## src/rtl/ro_scan_sequencer.sv

```systemverilog
// Ring-oscillator scan sequencer: steps the 16:1 mux, sequences enable/warm-up, and counts edges per ring.
// Optional RO_SCAN_CONTINUOUS_EN: wrap back to oscillator 0 after the last result instead of stopping.
module ro_scan_sequencer #(
    parameter int NUM_RO     = 16,
    parameter int GATE_CYC   = 1024,
    parameter int SETTLE_CYC = 16,
    parameter int CNT_W      = 16
) (
    input  logic             wb_clk_i,
    input  logic             wb_rst_ni,
    input  logic             scan_start_i,
    input  logic             abort_i,
    input  logic [4:0]       variant_i,
    input  logic             ro_in_i,
    output logic [3:0]       ro_sel_o,
    output logic [4:0]       ro_variant_o,
    output logic             ro_start_o,
    output logic             res_valid_o,
    input  logic             res_ready_i,
    output logic [CNT_W-1:0] res_data_o,
    output logic [3:0]       res_idx_o,
    output logic             busy_o,
    output logic             done_o
);

    localparam logic [2:0] ST_IDLE    = 3'd0;
    localparam logic [2:0] ST_SETUP   = 3'd1;
    localparam logic [2:0] ST_ENABLE  = 3'd2;
    localparam logic [2:0] ST_MEASURE = 3'd3;
    localparam logic [2:0] ST_STORE   = 3'd4;
    localparam logic [2:0] ST_DONE    = 3'd5;

    localparam int MAX_CYC = (GATE_CYC > SETTLE_CYC) ? GATE_CYC : SETTLE_CYC;
    localparam int TW      = $clog2(MAX_CYC);

    localparam logic [TW-1:0]    SETTLE_LAST = TW'(SETTLE_CYC - 1);
    localparam logic [TW-1:0]    GATE_LAST   = TW'(GATE_CYC - 1);
    localparam logic [3:0]       LAST_IDX    = 4'(NUM_RO - 1);
    localparam logic [CNT_W-1:0] CNT_MAX     = '1;

    logic [2:0]       state_q, state_d;
    logic [TW-1:0]    timer_q, timer_d;
    logic [3:0]       idx_q, idx_d;
    logic [4:0]       variant_q, variant_d;
    logic [CNT_W-1:0] cnt_q, cnt_d, cnt_inc;
    logic [CNT_W-1:0] res_data_q, res_data_d;
    logic [3:0]       res_idx_q, res_idx_d;
    logic             valid_q, valid_d;
    logic             start_q, start_d;
    logic             busy_q, busy_d;
    logic             done_q, done_d;
    logic [2:0]       sync_q;
    logic             ro_rise;

    // sync_q[1:0] is the metastability synchroniser, sync_q[2] the edge-detect history flop
    assign ro_rise = sync_q[1] & ~sync_q[2];
    assign cnt_inc = (ro_rise && (cnt_q != CNT_MAX)) ? cnt_q + 1'b1 : cnt_q;

    always_comb begin
        state_d    = state_q;
        timer_d    = timer_q + 1'b1;
        idx_d      = idx_q;
        variant_d  = variant_q;
        cnt_d      = cnt_q;
        res_data_d = res_data_q;
        res_idx_d  = res_idx_q;
        done_d     = 1'b0;

        case (state_q)
            ST_IDLE: begin
                timer_d = '0;
                if (scan_start_i) begin
                    variant_d = variant_i;
                    idx_d     = 4'd0;
                    state_d   = ST_SETUP;
                end
            end
            ST_SETUP: begin
                if (timer_q == SETTLE_LAST) begin
                    timer_d = '0;
                    state_d = ST_ENABLE;
                end
            end
            ST_ENABLE: begin
                if (timer_q == SETTLE_LAST) begin
                    timer_d = '0;
                    cnt_d   = '0;
                    state_d = ST_MEASURE;
                end
            end
            ST_MEASURE: begin
                cnt_d = cnt_inc;
                if (timer_q == GATE_LAST) begin
                    timer_d    = '0;
                    res_data_d = cnt_inc;
                    res_idx_d  = idx_q;
                    state_d    = ST_STORE;
                end
            end
            ST_STORE: begin
                timer_d = '0;
                if (valid_q && res_ready_i) begin
                    if (idx_q == LAST_IDX) begin
                        done_d = 1'b1;
`ifdef RO_SCAN_CONTINUOUS_EN
                        idx_d   = 4'd0;
                        state_d = ST_SETUP;
`else
                        state_d = ST_DONE;
`endif
                    end else begin
                        idx_d   = idx_q + 4'd1;
                        state_d = ST_SETUP;
                    end
                end
            end
            ST_DONE: begin
                timer_d = '0;
                idx_d   = 4'd0;
                state_d = ST_IDLE;
            end
            default: begin
                timer_d = '0;
                state_d = ST_IDLE;
            end
        endcase

        // Abort overrides everything decided above, including a completing handshake
        if (abort_i) begin
            state_d = ST_IDLE;
            timer_d = '0;
            idx_d   = 4'd0;
            done_d  = 1'b0;
        end

        start_d = (state_d == ST_ENABLE) || (state_d == ST_MEASURE) || (state_d == ST_STORE);
        valid_d = (state_d == ST_STORE);
        busy_d  = (state_d != ST_IDLE);
    end

    always_ff @(posedge wb_clk_i) begin
        if (!wb_rst_ni) begin
            state_q    <= ST_IDLE;
            timer_q    <= '0;
            idx_q      <= '0;
            variant_q  <= '0;
            cnt_q      <= '0;
            res_data_q <= '0;
            res_idx_q  <= '0;
            valid_q    <= 1'b0;
            start_q    <= 1'b0;
            busy_q     <= 1'b0;
            done_q     <= 1'b0;
            sync_q     <= '0;
        end else begin
            state_q    <= state_d;
            timer_q    <= timer_d;
            idx_q      <= idx_d;
            variant_q  <= variant_d;
            cnt_q      <= cnt_d;
            res_data_q <= res_data_d;
            res_idx_q  <= res_idx_d;
            valid_q    <= valid_d;
            start_q    <= start_d;
            busy_q     <= busy_d;
            done_q     <= done_d;
            sync_q     <= {sync_q[1:0], ro_in_i};
        end
    end

    assign ro_sel_o     = idx_q;
    assign ro_variant_o = variant_q;
    assign ro_start_o   = start_q;
    assign res_valid_o  = valid_q;
    assign res_data_o   = res_data_q;
    assign res_idx_o    = res_idx_q;
    assign busy_o       = busy_q;
    assign done_o       = done_q;

endmodule

```

## config.mk

```make
export PLATFORM = sky130hd
export DESIGN_NAME = ro_scan_sequencer
export DESIGN_NICKNAME = d
export VERILOG_FILES = /design/src/rtl/ro_scan_sequencer.sv
export SDC_FILE = /design/constraint.sdc
export NUM_CORES = 1
export LEC_CHECK = 0
export ABC_AREA = 1
export CAP_MARGIN = 20
export CELL_PAD_IN_SITES_DETAIL_PLACEMENT = 0
export CELL_PAD_IN_SITES_GLOBAL_PLACEMENT = 1
export CORE_UTILIZATION = 39
export DETAILED_ROUTE_END_ITERATION = 16
export PLACE_DENSITY_LB_ADDON = 0.1
export SYNTH_ARGS = -nofsm -noshare
export SYNTH_HDL_FRONTEND = slang
export SYNTH_SLANG_ARGS = --single-unit
export TNS_END_PERCENT = 30
```

## constraint.sdc

```tcl
create_clock -name wb_clk_i -period 2.25 [get_ports wb_clk_i]
set_input_delay 0.45 -clock wb_clk_i [delete_from_list [all_inputs] [get_ports wb_clk_i]]
set_output_delay 0.45 -clock wb_clk_i [all_outputs]
set_load 0.005 [all_outputs]
```

==> results of run 1 <==
## worst reg2reg max path: cells and delay by family, from the launching register on
| family | cells | cell delay (ns) |
|---|---|---|
| adder cells (fa/ha/maj) | 1 | 0.27 |
| flip-flops | 1 | 0.44 |
| buffers and inverters | 3 | 0.38 |
| AO/OA/AOI/OAI | 1 | 0.12 |
| AND/OR/NAND/NOR | 6 | 0.56 |
## cell type report
class	count	area, sq um
Clock buffer	9	123.9
Fill cell	834	3919
Multi-Input combinational cell	328	1573
Clock inverter	7	80.08
Timing Repair Buffer	51	490.5
Tap cell	102	127.6
Inverter	62	232.7
Sequential cell	65	1301
## synth_stat cells, drive strengths merged
cell type,number,area [sq um]
o21a,1,8.760
ha,3,37.54
nor2,54,217.7
xor2,9,78.83
nand4,10,62.56
a21oi,40,207.7
nor3,7,51.30
a31o,1,8.760
dfxtp,65,1301
a31oi,1,6.260
o21ai,29,156.4
o211ai,1,7.510
buf,10,75.06
xnor2,2,17.52
a211oi,1,7.510
nand3,50,250.2
nand2,119,454.2
clkbuf,5,18.77
inv,62,232.7
## path summary, 6_finish.rpt
check	slack, ns	end	start	depth (start not counted)
max	0.38	res_data_o[1]	cnt_q[0]	11
min	0.42	sync_q[1]	sync_q[0]	2
max reg2reg	0.38	res_data_o[1]	cnt_q[0]	11
min reg2reg	0.42	sync_q[1]	sync_q[0]	2
## state kept, by name (all words and copies together), names as in the netlist
register      flops
done_o            1
res_data_o       16
timer_q          10
ro_start_o        1
ro_variant_o      5
cnt_q            16
ro_sel_o          4
res_valid_o       1
res_idx_o         4
state_q           3
busy_o            1
sync_q            3
## layout by cell type, fill, tap and decap left out, drive strengths merged
master,count
a211oi,1
a21oi,40
a31o,1
a31oi,1
buf,8
bufinv,1
clkbuf,9
clkdlybuf4s50,43
clkinv,4
clkinvlp,1
dfxtp,65
ha,3
inv,63
nand2,119
nand3,50
nand4,10
nor2,54
nor3,7
o211ai,1
o21a,1
o21ai,29
xnor2,2
xor2,9
## per-stage QoR
stage	power [mW]	setup WS, ns	hold WS (ns)
2_1_floorplan	1.261	0.5987	0.3905
3_3_place_gp	1.320	0.4528	0.3921
3_5_place_dp	1.321	0.4005	0.4003
4_1_cts	2.365	0.3838	0.4209
5_1_grt	2.429	0.1584	0.4490
6_report	2.322	0.3813	0.4179
## kinds of logic after synthesis
| group | count (synthesis) |
|---|---|
| AO/OA/AOI/OAI | 74 |
| XOR/XNOR | 11 |
| adder cells (fa/ha/maj) | 3 |
| buffers and inverters | 77 |
| flip-flops | 65 |
| AND/OR/NAND/NOR | 240 |
## where the power goes
group          switching (mW)  internal [mW]  total (mW)
sequential            0.00640           1.16        1.17
clock                   0.507          0.523        1.03
combinational          0.0698         0.0547       0.124
total                   0.583           1.74        2.32
## layer usage
metal / GRT usage [%] / share of wire [%]
met4: 7.031 / 1.2
met1: 24.99 / 49
met2: 33.33 / 47
met3: 3.530 / 2.9
met5: 0 / 0
==> results.md, run 1 <==
- Status: finished clean
- Crit-path cells: ha_1 -> nand3_1 -> inv_2 -> nand2_2 -> o21ai_2 -> buf_4 -> nand2_1 -> nand2_1 -> nand2_1 -> nand2_1 -> inv_1
- Area Growth Syn to Fin: 22.75%
- Horiz. Die Dim: 92.59 um
- Dpl hpwl: 5.728 mm
- Synth Area in Compound Gates: 12.59%
- Finished Cell Area: 3929 sq um
- Syn Area/Cell: 6.810 sq um
- Leak: 1.566 nW
- Post-CTS Resized: 0
- Type of the worst setup path: reg -> reg
- Total track usage: 19.71%
- Routed via count: 2978
- Critical path's top delay family: simple AND/OR/NAND/NOR gates
- Die Y: 92.59 um
- Post-synthesis mux area share: 0%
- Xor/xnor cell area share of the yosys netlist: 3.010%
- CTS root buf: clkbuf_8
- Max stage delay on crit path: 0.44 ns
- Initial core utilization: 40.78%
- Minimum clock period: 1.869 ns
- Post-synth cell types: 30
- Core Footprint: 7848 sq um
- # Post-CTS Setup Buffers: 0
- Final Cycle Share: 83.05%
- Combinational family with the most area after synthesis: simple AND/OR/NAND/NOR gates
- Final hold viol count: 0
- Critical path capture point type: register
- Final wirelength: 7.856 mm
- Synth warn: 0
- Gr ovfl total: 0
- Worst-path clk slew: 0.08 ns
- Worst path buffer plus inverter count: 3
- Synth Area in Simple Gates: 32.37%
- Vias in the first global route: 2783
- First-pass GRT wire length: 13.16 mm
- Clock skew: 0.007759 ns
- CTS tree: done
- Die area: 8573 sq um
- Routed len/inst: 12.59 um
- WP data required: 2.50 ns
- DRT iter0 DRCs: 122
- Fin util: 50.06%
- VDD IR max: 332.2 uV
- Synthesized cell area: 3201 sq um
- Cell Rows: 32
- Rel. slew slack: 75.12%
- Clock Path Buffers: 2
- TritonRoute pass-1 iters: 4
- Unrepaired setup endpoints after global routing: false
- Post-synthesis adder-cell area fraction: 1.173%
- Gp weighted congestion: 0.8254
- Peak Freq: 535.1 MHz
- Placed Cells: 608
- Slew Viols, Final: 0
- Largest net degree at the start of global routing: 36
- Max Cap Violations: 0
- Critical Path AT: 2.11 ns
- Hold WC Path Type: reg -> reg
- Cts bufs inserted: 9
- Slew @ Worst Pin: 0.3727 ns
- Via-to-Cell Ratio: 4.772
- Port bufs: 43
- Fin cells: 624
- Ant. Diodes: 0
- Critical path fanouts, max: 15
- P per Cell Area: 590.9 nW/um^2
- Hold-fix buffers at CTS: 0
- CP Launch Type: register
- Share of cells above drive strength 1: 8.046%
- Setup Viol. Count Final: 0
- Yosys reg bits: 65
- DRC viols: 0
- Seq/Total Area, Yosys: 40.66%
- Cell mode on critical path: nand2_1
- Post-route setup TNS: 0 ns
- Ports: 44
- Area after DPL: 3725 sq um
- Htree depth: 3
- Net count after synthesis: 484
- ANT nets after route: 0
- Slowest cell on crit path: dfxtp_1
- CTS Sinks: 65
- NumNets Final: 531
- Initial antenna violation count: 0
- Post-Syn Instances: 470
- Clock latency on the worst-skew pair: 0.34 ns
(Power assumes the default switching activity.)
==> run 2: changes to the inputs <==
==> constraint.sdc (replaced) <==
create_clock -name wb_clk_i -period 1.82 [get_ports wb_clk_i]
set_input_delay 0.364 -clock wb_clk_i [delete_from_list [all_inputs] [get_ports wb_clk_i]]
set_output_delay 0.364 -clock wb_clk_i [all_outputs]
set_load 0.005 [all_outputs]
==> run 2 against run 1 <==
Effect of this change:
- combinational power grew 27%
- global-route usage grew 1.3 points
- register-to-register slack lost 0.23 ns
- sequential power grew 23%
- critical path depth shrank 1
- final area grew 3.5%
- largest power group unchanged
- maximum frequency grew 12%
- hold slack lost 0.0036 ns
- flip-flop and latch count is the same
- non-clock buffer count grew 13
- die area is the same
- first-iteration DRC count shrank 20%
==> results.md, run 2 (synthesis gave the netlist of run 1 again) <==
- Final Cycle Share: 91.45% (+8.4 points)
- Htree depth: 3 (unchanged)
- Area Growth Syn to Fin: 27.05%
- Share of total power in sequential cells: 49.6% (-0.7 points)
- Highest routed layer: met4
- WP data required: 2.05 ns (-0.45 ns)
- Slew @ Worst Pin: 0.3542 ns (-0.01846 ns)
- Cts bufs inserted: 9 (unchanged)
- Final wirelength: 8.175 mm (+4.1%)
- Share of cells above drive strength 1: 11.03% (+3.0 points)
- DR WL met3: 247 um (+9.3%)
- Max Cap Violations: 0 (unchanged)
- Hold path depth: 2 (unchanged)
- Routed via count: 3106 (+4.3%)
- Reg area: 1303 sq um (about the same)
- Hold WC Path Type: reg -> reg
- Switch share: 23.73% (-1.4 points)
- Fin cells: 637 (+2.1%)
- Minimum clock period: 1.664 ns (-0.2042 ns)
- Type of the worst setup path: reg -> reg
- Die area: 8573 sq um (unchanged)
- Reg2Reg Capture Point: res_data_o[1]
- Comb power frac: 5.4% (about the same)
- Via-to-Cell Ratio: 4.876 (+2.2%)
- Critical path capture point type: register
- ANT nets after route: 0 (unchanged)
- Met1 wire length: 3.839 mm (+0.23%)
- Critical Path AT: 1.90 ns (-0.21 ns)
- Clk pwr share: 45.0% (+0.6 points)
- Routed len/inst: 12.83 um (+1.9%)
- Hold path startpoint: sync_q[0]
- Clock latency on the worst-skew pair: 0.34 ns (about the same)
- Worst hold path endpoint: sync_q[1]
- Vias in the first global route: 3068 (+10%)
- Core Footprint: 7848 sq um (unchanged)
- Dpl hpwl: 5.912 mm (+3.2%)
- Ant. Diodes: 0 (unchanged)
- Cell Rows: 32 (unchanged)
- Commonest non-fill, non-tap cell in the layout: nand2_1
- Commonest cells after routing, fill and taps aside: nand2_1 (116), dfxtp_1 (64), inv_1 (58), nor2_1 (50), nand3_1 (49)
- Ports: 44 (unchanged)
- DRC viols: 0 (unchanged)
- Worst-path clk slew: 0.08 ns (about the same)
- Port bufs: 43 (unchanged)
- Clock Path Buffers: 2 (unchanged)
- WHS: 0.4143 ns (-0.003632 ns)
- CTS root buf: clkbuf_8
- R2r startpoint: cnt_q[0]
- P per Cell Area: 715.7 nW/um^2 (+21%)
- Critical path fanouts, max: 15 (unchanged)
- Metal2 WL: 3.937 mm (+6.3%)
- Largest net degree at the start of global routing: 36 (unchanged)
- Final hold viol count: 0 (unchanged)
- Initial core utilization: 40.78% (unchanged)
- NumNets Final: 544 (+2.4%)
- Horiz. Die Dim: 92.59 um (unchanged)
- NetSw: 0.6907 mW (+18%)
- First-pass GRT wire length: 14.04 mm (+6.7%)
- Setup Viol. Count Final: 0 (unchanged)
- Slew Viols, Final: 0 (unchanged)
- Status: finished clean
- Area of the multi-input gates: 1588 sq um (+0.95%)
- Total track usage: 20.99% (+1.3 points)
- DRT iter0 DRCs: 97 (-20%)
- Layout fillers: 803 (-3.7%)
- Die Y: 92.59 um (unchanged)
- TritonRoute pass-1 iters: 4 (unchanged)
- Leak: 1.643 nW (+4.9%)
- Placed Cells: 619 (+1.8%)
- Pint: 2.220 mW (+28%)
- Clock skew: 0.009970 ns (+0.002211 ns)
- Rel. slew slack: 76.39% (+1.3 points)
- Peak Freq: 600.8 MHz (+12%)
- Gp weighted congestion: 0.8133 (-1.5%)
- Cells on worst reg2reg path: 10 (-1)
- Worst reg-to-reg setup slack: 0.16 ns (-0.23 ns)
- CTS Sinks: 65 (unchanged)
- Initial antenna violation count: 0 (unchanged)
- VDD IR max: 471.9 uV (+42%)
- Gr ovfl total: 0 (unchanged)
- Hold-fix buffers at CTS: 0 (unchanged)
- CTS tree: done
- Final Power: 2.910 mW (+25%)
- CP Launch Type: register
-- run 2: changes by cell type in the layout (fill, tap and decap cells not counted), moves of 2 or more --
| cell | delta |
|---|---|
| clkbuf_8 | +2 |
| nor2_1 | -2 |
| inv_6 | +2 |
| buf_4 | +11 |
| clkinv_4 | -3 |
-- run 2: per-stage QoR --
step / util, % / instance area [sq um] / setup slack (ns) / setup TNS [ns]
after detailed placement: 48.68 / 3820 / 0.08444 / 0
after floorplan: - / 3201 / 0.1687 / 0
after CTS: 51.37 / 4031 / 0.04690 / 0
after global routing: 51.82 / 4066 / -0.01278 / -0.01286
after global placement: 48.68 / 3820 / 0.1411 / 0
final: 51.82 / 4066 / 0.1555 / 0
-- run 2: how the worst max path moves through the flow --
stage          cells after the start        from              to
6_report                          10    cnt_q[0]   res_data_o[1]
5_1_grt                            8  timer_q[1]  res_data_o[14]
4_1_cts                            8  timer_q[0]      timer_q[2]
3_5_place_dp                       8  timer_q[0]      timer_q[2]
3_3_place_gp                       8  timer_q[0]      timer_q[4]
2_1_floorplan                      9    cnt_q[0]       cnt_q[10]
-- run 2: layout make-up --
type	instances	share of cell area (%)
clock inverters	5	1.477
clock buffers	11	3.723
multi-input cells	328	39.05
flip-flops and latches	65	32.03
inverters	62	5.723
well taps	102	3.138
repair buffers	64	14.86
-- run 2: what timing repair did --
item / CTS / global route
gates resized for setup: 0 / 7
setup endpoints to repair: 0 / 48
hold endpoints to repair: 0 / 0
setup buffers: 0 / 2
-- run 2: critical path: stages, from the launching register on --
cell and delay [ns]:
dfxtp_1 0.33, ha_1 0.22, nand3_1 0.14, inv_2 0.07, nand2_2 0.07, o21a_2 0.36, nand2_1 0.12, nand2_1 0.10
nand2_1 0.06, nand2_1 0.06, inv_1 0.03
-- run 2: per-layer routing --
layer,GRT usage [%],vias to the layer above
met1,25.43,1418
met5,0,-
met2,35.74,48
met4,9.896,0
li1,-,1630
met3,3.859,10
-- run 2: power groups by stage --
stage          Sequential [mW]  Clock (mW)  Combinational [mW]
3_3_place_gp              1.48           0               0.158
4_1_cts                   1.44        1.36               0.160
3_5_place_dp              1.48           0               0.159
6_report                  1.44        1.31               0.157
2_1_floorplan             1.48           0              0.0816
5_1_grt                   1.45        1.43               0.177
==> run 3: changes to the inputs <==
--- a/config.mk
+++ b/config.mk
@@ -9,7 +9,8 @@
 export CAP_MARGIN = 20
 export CELL_PAD_IN_SITES_DETAIL_PLACEMENT = 0
 export CELL_PAD_IN_SITES_GLOBAL_PLACEMENT = 1
-export CORE_UTILIZATION = 39
+export CORE_UTILIZATION = 40
+export CTS_BUF_LIST = sky130_fd_sc_hd__clkbuf_8
 export DETAILED_ROUTE_END_ITERATION = 16
 export PLACE_DENSITY_LB_ADDON = 0.1
 export SYNTH_ARGS = -nofsm -noshare
==> run 3 against run 2 <==
Effect of this change:
- critical path depth stayed put
- die area is 2.4% lower
- count of clock-buffer cells in the layout is 2 lower
- highest routed layer unchanged
- clock skew is 0.0046 ns higher
- combinational power is 3% higher
- maximum frequency is 1.0% lower
- critical endpoint unchanged
- clock power is 4% lower
- final area is 1.3% higher
- routed wire length is 2.1% higher
- non-clock buffer count is 7 higher
- sequential power hardly changed
- via count is 0.42% higher
==> results.md, run 3 (synthesis gave the netlist of run 1 again) <==
- Htree depth: 3 (unchanged)
- Final wirelength: 8.343 mm (+2.1%)
- Slowest cell on crit path: o21a_2
- Hold path depth: 2 (unchanged)
- Initial core utilization: 41.42% (+0.63 points)
- Switch share: 24.94% (+1.2 points)
- Critical path depth in cells: 10 (unchanged)
- Start point of the critical path: cnt_q[0]
- Area Growth Syn to Fin: 28.69%
- Routed len/inst: 12.95 um (+0.95%)
- Slew Viols, Final: 0 (unchanged)
- Clock skew: 0.01460 ns (+0.004631 ns)
- Type of the worst setup path: reg -> reg
- Die area: 8363 sq um (-2.4%)
- Gr ovfl total: 0 (unchanged)
- Vias in the first global route: 3058 (-0.33%)
- CTS Sinks: 65 (unchanged)
- Hold-fix buffers at CTS: 0 (unchanged)
- Max stage delay on crit path: 0.35 ns (about the same)
- Comb power frac: 5.6% (+0.2 points)
- Clock latency on the worst-skew pair: 0.35 ns (about the same)
- Port bufs: 43 (unchanged)
- ANT nets after route: 0 (unchanged)
- Fin cells: 644 (+1.1%)
- Hold path startpoint: sync_q[0]
- CTS tree: done
- Max Cap Violations: 0 (unchanged)
- Area after DPL: 3872 sq um (+1.4%)
- NumNets Final: 551 (+1.3%)
- DRC viols: 0 (unchanged)
- NetSw: 0.7160 mW (+3.7%)
- Final Cycle Share: 92.42% (+0.96 points)
- Rel. slew slack: 76.38% (about the same)
- Worst path buffer plus inverter count: 2 (unchanged)
- First-pass GRT wire length: 14.26 mm (+1.6%)
- Leak: 1.674 nW (+1.9%)
- Placed Cells: 626 (+1.1%)
- Gp weighted congestion: 0.8219 (+1.1%)
- Critical Path AT: 1.92 ns (+0.02 ns)
- Ports: 44 (unchanged)
- Share of cells above drive strength 1: 12.92% (+1.9 points)
- Clk pwr share: 44.1% (-0.9 points)
- Dpl hpwl: 6.074 mm (+2.7%)
- Ant. Diodes: 0 (unchanged)
- DRT iter0 DRCs: 107 (+10%)
- Routed via count: 3119 (+0.42%)
- Share of total power in sequential cells: 50.3% (+0.7 points)
- Critical path capture point type: register
- Crit-path cells: ha_1 -> nand3_1 -> inv_2 -> nand2_2 -> o21a_2 -> nand2_1 -> nand2_1 -> nand2_1 -> nand2_1 -> inv_1
- Finished Cell Area: 4119 sq um (+1.3%)
- Cells on worst reg2reg path: 10 (unchanged)
- Via-to-Cell Ratio: 4.843 (-0.67%)
- Clock Path Buffers: 2 (unchanged)
- Minimum clock period: 1.682 ns (+0.01751 ns)
- Status: finished clean
- Largest net degree at the start of global routing: 35 (-2.8%)
- Final hold viol count: 0 (unchanged)
- Worst-path clk slew: 0.08 ns (about the same)
- WP data required: 2.06 ns (about the same)
- Unrepaired setup endpoints after global routing: false
- Commonest cells after routing, fill and taps aside: nand2_1 (116), dfxtp_1 (63), inv_1 (58), nand3_1 (49), nor2_1 (48)
- Cell Rows: 32 (unchanged)
- Initial antenna violation count: 0 (unchanged)
- Commonest non-fill, non-tap cell in the layout: nand2_1
- R2r startpoint: cnt_q[0]
- Total track usage: 21.75% (+0.76 points)
- Fin util: 53.30% (+1.5 points)
- CTS root buf: clkbuf_8
- Core Footprint: 7727 sq um (-1.5%)
- Cell mode on critical path: nand2_1
- Cts bufs inserted: 9 (unchanged)
- CP Launch Type: register
- Hold WC Path Type: reg -> reg
- Critical path fanouts, max: 15 (unchanged)
- Slew @ Worst Pin: 0.3529 ns (-0.001281 ns)
- TritonRoute pass-1 iters: 4 (unchanged)
- P per Cell Area: 696.9 nW/um^2 (-2.6%)
- Setup Viol. Count Final: 0 (unchanged)
- Critical path's top delay family: simple AND/OR/NAND/NOR gates
- Post-route setup TNS: 0 ns (unchanged)
- Peak Freq: 594.5 MHz (-1.0%)
- Final Power: 2.870 mW (-1.4%)
- Pint: 2.154 mW (-2.9%)
- Horiz. Die Dim: 91.45 um (-1.2%)
- Die Y: 91.45 um (-1.2%)
- VDD IR max: 448.4 uV (-5.0%)
## run 3: cell count changes in the layout (fill, tap and decap cells not counted), moves of 2 or more
cell,delta
buf_4,+8
nor2_2,+3
clkbuf_8,-2
clkinv_4,+2
nor2_1,-2
## run 3: path summary, 6_finish.rpt
path,end,slack [ns]
worst max-delay path,res_data_o[1],0.14
worst min-delay path,sync_q[1],0.43
worst max register to register,res_data_o[1],0.14
worst min register to register,sync_q[1],0.43
## run 3: tightest hold or removal path: stages (launching register included)
cell	delay (ns)
dfxtp_1	0.30
nand2_1	0.05
inv_1	0.04
## run 3: metal layers
metal	vias up	GRT usage (%)	wire, um
li1	1643	-	-
met1	1421	26.38	3914
met2	40	37.28	4043
met3	15	4.941	226
met4	0	8.069	159
met5	-	0	0
## run 3: final cells by class
type / instances / area [sq um]
well taps: 102 / 127.6
multi-input cells: 328 / 1600
clock inverters: 7 / 77.57
fillers: 792 / 3608
inverters: 62 / 232.7
clock buffers: 9 / 123.9
repair buffers: 71 / 653.1
flip-flops and latches: 65 / 1304
## run 3: stage by stage
step	setup WS, ns	hold WS, ns
global route	0.01680	0.4682
global placement	0.1222	0.3924
finish	0.1380	0.4271
CTS	0.06029	0.4327
floorplan	0.1687	0.3905
detailed placement	0.07399	0.4149
## run 3: what timing repair did
action	in CTS	in global routing
setup endpoints to repair	0	49
buffers inserted	0	2
gates resized for setup	0	10
## run 3: power by group through the flow
| stage | logic [mW] | registers (mW) | clock network [mW] |
|---|---|---|---|
| after global placement | 0.160 | 1.48 | 0 |
| after CTS | 0.162 | 1.44 | 1.31 |
| after detailed placement | 0.161 | 1.48 | 0 |
| after global routing | 0.183 | 1.45 | 1.38 |
| after floorplan | 0.0816 | 1.48 | 0 |
| final | 0.162 | 1.44 | 1.26 |
